$ cat config.mk
export PLATFORM = sky130hd
export DESIGN_NAME = vtg_prog
export DESIGN_NICKNAME = d
export VERILOG_FILES = /design/src/rtl/vtg_pkg.sv /design/src/rtl/vtg_cfg_shadow.sv /design/src/rtl/vtg_prog.sv
export SDC_FILE = /design/constraint.sdc
export NUM_CORES = 1
export LEC_CHECK = 0
export CAP_MARGIN = 20
export CORE_MARGIN = 3
export CORE_UTILIZATION = 39
export CTS_CLUSTER_DIAMETER = 60
export CTS_CLUSTER_SIZE = 14
export DETAILED_ROUTE_END_ITERATION = 10
export PLACE_DENSITY = 0.68
export SYNTH_ARGS = -nofsm -noshare
export SYNTH_HDL_FRONTEND = slang
export SYNTH_SLANG_ARGS = --single-unit
$ cat constraint.sdc
create_clock -name clk -period 12.3 [get_ports clk]
set_input_delay 2.46 -clock clk [delete_from_list [all_inputs] [get_ports clk]]
set_output_delay 2.46 -clock clk [all_outputs]
set_load 0.005 [all_outputs]
$ cat src/rtl/vtg_pkg.sv
// Shared timing types, standard video modes and the config validation rule
// for the programmable video timing generator.
package vtg_pkg;

    localparam int unsigned TW = 16;

    typedef struct packed {
        logic [TW-1:0] h_total;
        logic [TW-1:0] h_sync;
        logic [TW-1:0] h_bp;
        logic [TW-1:0] h_act;
        logic [TW-1:0] v_total;
        logic [TW-1:0] v_sync;
        logic [TW-1:0] v_bp;
        logic [TW-1:0] v_act;
        logic          hs_pol;
        logic          vs_pol;
    } vtg_timing_t;

    typedef enum logic {
        CFG_IDLE,
        CFG_PENDING
    } cfg_state_t;

    localparam vtg_timing_t MODE_640X480 = '{
        h_total: 16'd800,  h_sync: 16'd96, h_bp: 16'd40,  h_act: 16'd640,
        v_total: 16'd525,  v_sync: 16'd2,  v_bp: 16'd25,  v_act: 16'd480,
        hs_pol: 1'b1, vs_pol: 1'b1};

    localparam vtg_timing_t MODE_1280X720 = '{
        h_total: 16'd1650, h_sync: 16'd40, h_bp: 16'd220, h_act: 16'd1280,
        v_total: 16'd750,  v_sync: 16'd5,  v_bp: 16'd20,  v_act: 16'd720,
        hs_pol: 1'b1, vs_pol: 1'b1};

    localparam vtg_timing_t MODE_1920X1080 = '{
        h_total: 16'd2200, h_sync: 16'd44, h_bp: 16'd148, h_act: 16'd1920,
        v_total: 16'd1125, v_sync: 16'd5,  v_bp: 16'd36,  v_act: 16'd1080,
        hs_pol: 1'b1, vs_pol: 1'b1};

    // Sums are widened by two bits so three maximal fields cannot wrap.
    function automatic logic timing_ok(input vtg_timing_t t);
        logic [TW+1:0] hsum;
        logic [TW+1:0] vsum;
        hsum = (TW+2)'(t.h_sync) + (TW+2)'(t.h_bp) + (TW+2)'(t.h_act);
        vsum = (TW+2)'(t.v_sync) + (TW+2)'(t.v_bp) + (TW+2)'(t.v_act);
        return (t.h_sync != '0) && (t.h_act != '0) && (hsum < (TW+2)'(t.h_total)) &&
               (t.v_sync != '0) && (t.v_act != '0) && (vsum < (TW+2)'(t.v_total));
    endfunction

endpackage

$ cat src/rtl/vtg_cfg_shadow.sv
// Config handshake with validation, pending/active register sets and a
// frame-boundary apply strobe.
module vtg_cfg_shadow import vtg_pkg::*; #(
    parameter vtg_timing_t DEF = MODE_640X480
) (
    input  logic        clk,
    input  logic        rstn,
    input  logic        cfg_valid,
    output logic        cfg_ready,
    input  vtg_timing_t cfg_in,
    output logic        cfg_err,
    input  logic        apply,
    output vtg_timing_t active
);

    cfg_state_t  state, state_nx;
    vtg_timing_t pend;
    logic        load_pend, load_act, err_nx;

    always_ff @(posedge clk) begin
        if (!rstn) begin
            state   <= CFG_IDLE;
            pend    <= DEF;
            active  <= DEF;
            cfg_err <= 1'b0;
        end else begin
            state   <= state_nx;
            cfg_err <= err_nx;
            if (load_pend) pend   <= cfg_in;
            if (load_act)  active <= pend;
        end
    end

    always_comb begin
        state_nx  = state;
        load_pend = 1'b0;
        load_act  = 1'b0;
        err_nx    = 1'b0;
        cfg_ready = (state == CFG_IDLE);
        case (state)
            CFG_IDLE: begin
                if (cfg_valid) begin
                    if (timing_ok(cfg_in)) begin
                        load_pend = 1'b1;
                        state_nx  = CFG_PENDING;
                    end else begin
                        err_nx = 1'b1;
                    end
                end
            end
            CFG_PENDING: begin
                if (apply) begin
                    load_act = 1'b1;
                    state_nx = CFG_IDLE;
                end
            end
            default: state_nx = CFG_IDLE;
        endcase
    end

endmodule

$ cat src/rtl/vtg_prog.sv
// Runtime-programmable video timing generator: h/v counters and registered
// sync / data-enable / coordinate decode against the active timing set.
module vtg_prog import vtg_pkg::*; #(
    parameter int          X_BITS      = 12,
    parameter int          Y_BITS      = 12,
    parameter int unsigned DEF_H_TOTAL = 800,
    parameter int unsigned DEF_H_SYNC  = 96,
    parameter int unsigned DEF_H_BP    = 40,
    parameter int unsigned DEF_H_ACT   = 640,
    parameter int unsigned DEF_V_TOTAL = 525,
    parameter int unsigned DEF_V_SYNC  = 2,
    parameter int unsigned DEF_V_BP    = 25,
    parameter int unsigned DEF_V_ACT   = 480,
    parameter bit          DEF_HS_POL  = 1'b1,
    parameter bit          DEF_VS_POL  = 1'b1
) (
    input  logic              clk,
    input  logic              rstn,
    input  logic              en,
    input  logic              cfg_valid,
    output logic              cfg_ready,
    input  logic [X_BITS-1:0] cfg_h_total,
    input  logic [X_BITS-1:0] cfg_h_sync,
    input  logic [X_BITS-1:0] cfg_h_bp,
    input  logic [X_BITS-1:0] cfg_h_act,
    input  logic [Y_BITS-1:0] cfg_v_total,
    input  logic [Y_BITS-1:0] cfg_v_sync,
    input  logic [Y_BITS-1:0] cfg_v_bp,
    input  logic [Y_BITS-1:0] cfg_v_act,
    input  logic              cfg_hs_pol,
    input  logic              cfg_vs_pol,
    output logic              cfg_err,
    output logic              hs_out,
    output logic              vs_out,
    output logic              de_out,
    output logic [X_BITS-1:0] x_act,
    output logic [Y_BITS-1:0] y_act,
    output logic              sof,
    output logic              eol
);

    // Fields are zero-extended and validated, so wider arithmetic matches
    // X_BITS+1 / Y_BITS+1 results exactly.
    localparam int CW = TW + 1;

    localparam vtg_timing_t DEF_T = '{
        h_total: TW'(DEF_H_TOTAL), h_sync: TW'(DEF_H_SYNC),
        h_bp:    TW'(DEF_H_BP),    h_act:  TW'(DEF_H_ACT),
        v_total: TW'(DEF_V_TOTAL), v_sync: TW'(DEF_V_SYNC),
        v_bp:    TW'(DEF_V_BP),    v_act:  TW'(DEF_V_ACT),
        hs_pol:  DEF_HS_POL,       vs_pol: DEF_VS_POL};

    vtg_timing_t       cfg_in, act;
    logic [X_BITS-1:0] h;
    logic [Y_BITS-1:0] v;
    logic [CW-1:0]     h_ext, hde_beg, hde_end, v_ext, vde_beg, vde_end;
    logic              h_last, v_last, de_nx, apply;

    assign cfg_in = '{
        h_total: TW'(cfg_h_total), h_sync: TW'(cfg_h_sync),
        h_bp:    TW'(cfg_h_bp),    h_act:  TW'(cfg_h_act),
        v_total: TW'(cfg_v_total), v_sync: TW'(cfg_v_sync),
        v_bp:    TW'(cfg_v_bp),    v_act:  TW'(cfg_v_act),
        hs_pol:  cfg_hs_pol,       vs_pol: cfg_vs_pol};

    vtg_cfg_shadow #(.DEF(DEF_T)) u_shadow (
        .clk       (clk),
        .rstn      (rstn),
        .cfg_valid (cfg_valid),
        .cfg_ready (cfg_ready),
        .cfg_in    (cfg_in),
        .cfg_err   (cfg_err),
        .apply     (apply),
        .active    (act)
    );

    assign h_ext   = CW'(h);
    assign v_ext   = CW'(v);
    assign hde_beg = CW'(act.h_sync) + CW'(act.h_bp);
    assign hde_end = hde_beg + CW'(act.h_act);
    assign vde_beg = CW'(act.v_sync) + CW'(act.v_bp);
    assign vde_end = vde_beg + CW'(act.v_act);
    assign h_last  = (h_ext == CW'(act.h_total) - CW'(1));
    assign v_last  = (v_ext == CW'(act.v_total) - CW'(1));
    assign de_nx   = (h_ext >= hde_beg) && (h_ext < hde_end) &&
                     (v_ext >= vde_beg) && (v_ext < vde_end);
    assign apply   = !en || (h_last && v_last);

    always_ff @(posedge clk) begin
        if (!rstn) begin
            h      <= '0;
            v      <= '0;
            hs_out <= !DEF_HS_POL;
            vs_out <= !DEF_VS_POL;
            de_out <= 1'b0;
            x_act  <= '0;
            y_act  <= '0;
            sof    <= 1'b0;
            eol    <= 1'b0;
        end else if (!en) begin
            h      <= '0;
            v      <= '0;
            hs_out <= !act.hs_pol;
            vs_out <= !act.vs_pol;
            de_out <= 1'b0;
            x_act  <= '0;
            y_act  <= '0;
            sof    <= 1'b0;
            eol    <= 1'b0;
        end else begin
            if (h_last) begin
                h <= '0;
                v <= v_last ? '0 : v + Y_BITS'(1);
            end else begin
                h <= h + X_BITS'(1);
            end
            hs_out <= ((h_ext < CW'(act.h_sync)) == act.hs_pol);
            vs_out <= ((v_ext < CW'(act.v_sync)) == act.vs_pol);
            de_out <= de_nx;
            x_act  <= de_nx ? X_BITS'(h_ext - hde_beg) : '0;
            y_act  <= de_nx ? Y_BITS'(v_ext - vde_beg) : '0;
            sof    <= (h == '0) && (v == '0);
            eol    <= de_nx && (h_ext == hde_end - CW'(1));
        end
    end

endmodule

==> summary.md <==
| Metric | Value |
|---|---|
| Post-layout min period | 8.454 ns |
| DR pass1 iterations | 6 |
| Core Area | 42320 µm² |
| CTS H-tree lvls | 1 |
| CTS Sinks | 251 |
| EDFF count, synth | 0 |
| Required time worst endpoint | 12.73 ns |
| CP Capture Type | flop |
| Worst Path Buf+Inv | 4 |
| Post-synthesis average cell area | 8.506 µm² |
| Share of the synthesized area in the top cell type | between 20 and 30% |
| Finished Cell Area | 19470 µm² |
| Routability Congestion | roughly 0.88 |
| Routed WL | 44830 µm |
| Slew margin rel. | roughly 34% |
| Placed Cells | between 2000 and 3000 |
| IO Pins | 133 |
| Run status | complete, no violations |
| Area post-placement | 18640 µm² |
| Die Wd | ~210 µm |
| Violation count after the first detailed-route iteration | 1053 |
| Post-Syn Area | 16870 µm² |
| Root buf cell | clkbuf_16 |
| TritonCTS Buffers | 26 |
| Worst Hold Class | reg2reg |
| Pre-CTS setup slack | 3.355 ns |
| Routed vias | 14091 |
| Library cells used by synthesis | between 70 and 80 |
| Worst EP arrival | 8.88 ns |
| Post-CTS Setup Inserts | 0 |
| Area occupied by multi-input gates | around 11000 µm² |
| Final Hold Fails | 0 |
| Syn Nets | 2292 |
| PD cells | about 110 nW/µm² |
| Maximum VDD drop | 95.55 µV |
| Total congestion overflow | 0 |
| Critical path type | in2reg |
| Crit-path max FO | 99 |
| Post-DR wirelength/cell | between 15 and 20 µm |
| Slew @ Worst Pin | around 1 ns |
| Post-route ant nets | 0 |
| DRC Markers | 0 |
| Final HPWL DP | ~34000 µm |
| Synth area leaders | dfxtp_1 (30%), ha_1 (15%), mux2i_1 (7.5%) |
| Reg clk slew, reported paths | 0.07 ns |
| Leak Pwr | 7.900 nW |
| Worst Hold Path Cells | 2 |
| Skew-Pair Late Insertion Delay | 0.56 ns |
| Maxcap violations | 0 |
| Yosys reg bits | ~250 |
| Final Non-Filler Cells | 2658 |
| CP Launch Type | input pin |
| Vias in the first global route | 13617 |
| Seq/Total Area, Yosys | around 30% |
| Max clock buf depth | 3 |
| Row count | between 70 and 80 |
| Port bufs | 132 |
| Leading area contributor after synthesis | dfxtp_1 |
| Setup violations, final | 0 |
| Inserted Diodes | 0 |
| First-pass GRT wire length | between 70000 and 80000 µm |
| Die area | 45780 µm² |
| Cells after Synth | 1983 |
| Number of hold buffers added after cts | 0 |
| Final Worst Setup Slack | 3.846 ns |
| Share of cells above drive strength 1 | under 10% |
| # resized after CTS | 0 |
| Sequential cell area | around 5000 µm² |
| Slew Limit Fails | 0 |
| CP max-delay cell | buf_12 |
| Fill cells | 4097 |
| Nets@finish | 2377 |
| Ys flop type | dfxtp_1 |
| Delay-heaviest family, CP | compound AO/OA/AOI/OAI gates |
| Synthesis-to-layout area growth | 15.43% |
| Ys async rst share | 0% |
| Initial core utilization | between 30% and 40% |
| Max Fclk | 118.3 MHz |
| Initial antenna violation count | 0 |
| Final period utilization | roughly 70% |
| Die Ht | around 210 µm |
| TritonCTS clock tree | yes |
| Largest net degree at the start of global routing | about 100 |
| Post-route setup TNS | 0 ns |
| Max stage delay on crit path | ~0.60 ns |
| Clk_skew | around 0.029 ns |
| Vias/cell | 5.301 |
| Syn. warnings | 0 |
| Worst path depth | 28 |
| R2r worst-path depth | 26 |
| Total track usage | 18.93% |
| Unrepaired setup endpoints after global routing | no |
[cells in the mapped netlist, drive strengths merged, types with 18 or more instances]
master	number
mux2i	127
nor2	122
nor4	22
a21oi	74
clkbuf	57
inv	128
buf	24
nand3	106
nor2b	97
and3	20
dfxtp	251
a21o	44
o21ai	136
nor3	27
o21a	26
nand4	18
ha	197
nand2	173
xnor2	103
xor2	52
[routing by layer]
metal | vias to the layer above | track usage [%] | share of wire [%] | wire length (µm)
met3 | 81 | 2.326 | 5.5 | 2468
met5 | - | 0 | 0 | 0
met4 | 0 | 6.140 | 3.0 | 1359
li1 | 7125 | - | - | -
met1 | 6508 | 27.17 | 49 | 21940
met2 | 377 | 29.54 | 43 | 19060
[through the flow]
stage	hold WS (ns)	total power, mW	util (%)
after floorplan	0.4353	1.221	-
after global placement	0.4525	1.341	44.03
after detailed placement	0.4561	1.357	44.03
after CTS	0.4641	2.147	46.00
after global routing	0.4912	2.237	46.00
final	0.4634	2.130	46.00
[layout by cell type (no fill, tap or decap), types with 103 or more instances in the layout]
cell,synthesis,routed
xnor2_1,103,103
clkdlybuf4s50_1,0,131
ha_1,197,197
inv_1,128,128
nor2_1,122,122
nand3_1,106,106
dfxtp_1,251,251
o21ai_0,131,131
nand2_1,173,173
mux2i_1,127,127
[worst paths after layout]
check,slack (ns),from,end
setup reg to reg,6.19,u_shadow.active[83]$_SDFFE_PN0P_,eol$_SDFF_PN0_
setup / recovery,3.85,cfg_h_sync[0],u_shadow.pend[66]$_SDFFE_PN0P_
hold reg to reg,0.46,u_shadow.pend[13]$_SDFFE_PN0P_,u_shadow.active[13]$_SDFFE_PN0P_
hold / removal,0.46,u_shadow.pend[13]$_SDFFE_PN0P_,u_shadow.active[13]$_SDFFE_PN0P_
[report_power, final]
| group | internal [mW] | switching, mW | leakage, nW |
|---|---|---|---|
| Clock | 0.441 | 0.347 | 0.408 |
| Combinational | 0.222 | 0.256 | 5.47 |
| Sequential | 0.844 | 0.0206 | 2.03 |
[logic make-up after synthesis]
kind of cell	Yosys count	synth area share [%]
XOR/XNOR	157	8.323
flip-flops	251	29.79
AO/OA/AOI/OAI	384	14.58
buffers and inverters	209	4.963
AND/OR/NAND/NOR	648	19.00
adder cells (fa/ha/maj)	207	15.80
multiplexers	127	7.537
[final cells by class]
type / instances / area share (%)
Multi-Input combinational cell: 1523 / 56.64
Sequential cell: 251 / 25.81
Timing Repair Buffer: 138 / 7.088
Tap cell: 577 / 3.708
Clock buffer: 30 / 3.470
Inverter: 128 / 2.468
Clock inverter: 11 / 0.8161
[worst reg2reg max path: cells and delay by family (launching register included)]
family                   cells  cell delay, ns
flip-flops                   1            0.33
buffers and inverters        2            0.35
XOR/XNOR                     1            0.10
AO/OA/AOI/OAI               10            1.90
AND/OR/NAND/NOR             10            2.51
adder cells (fa/ha/maj)      3            0.81
[sequential cells by signal, indices dropped and copies added (netlist names), 12 cells and up]
| register | cells |
|---|---|
| v | 12 |
| u_shadow.pend | 98 |
| y_act | 12 |
| u_shadow.active | 98 |
| h | 12 |
| x_act | 12 |
(Power assumes the default switching activity.)
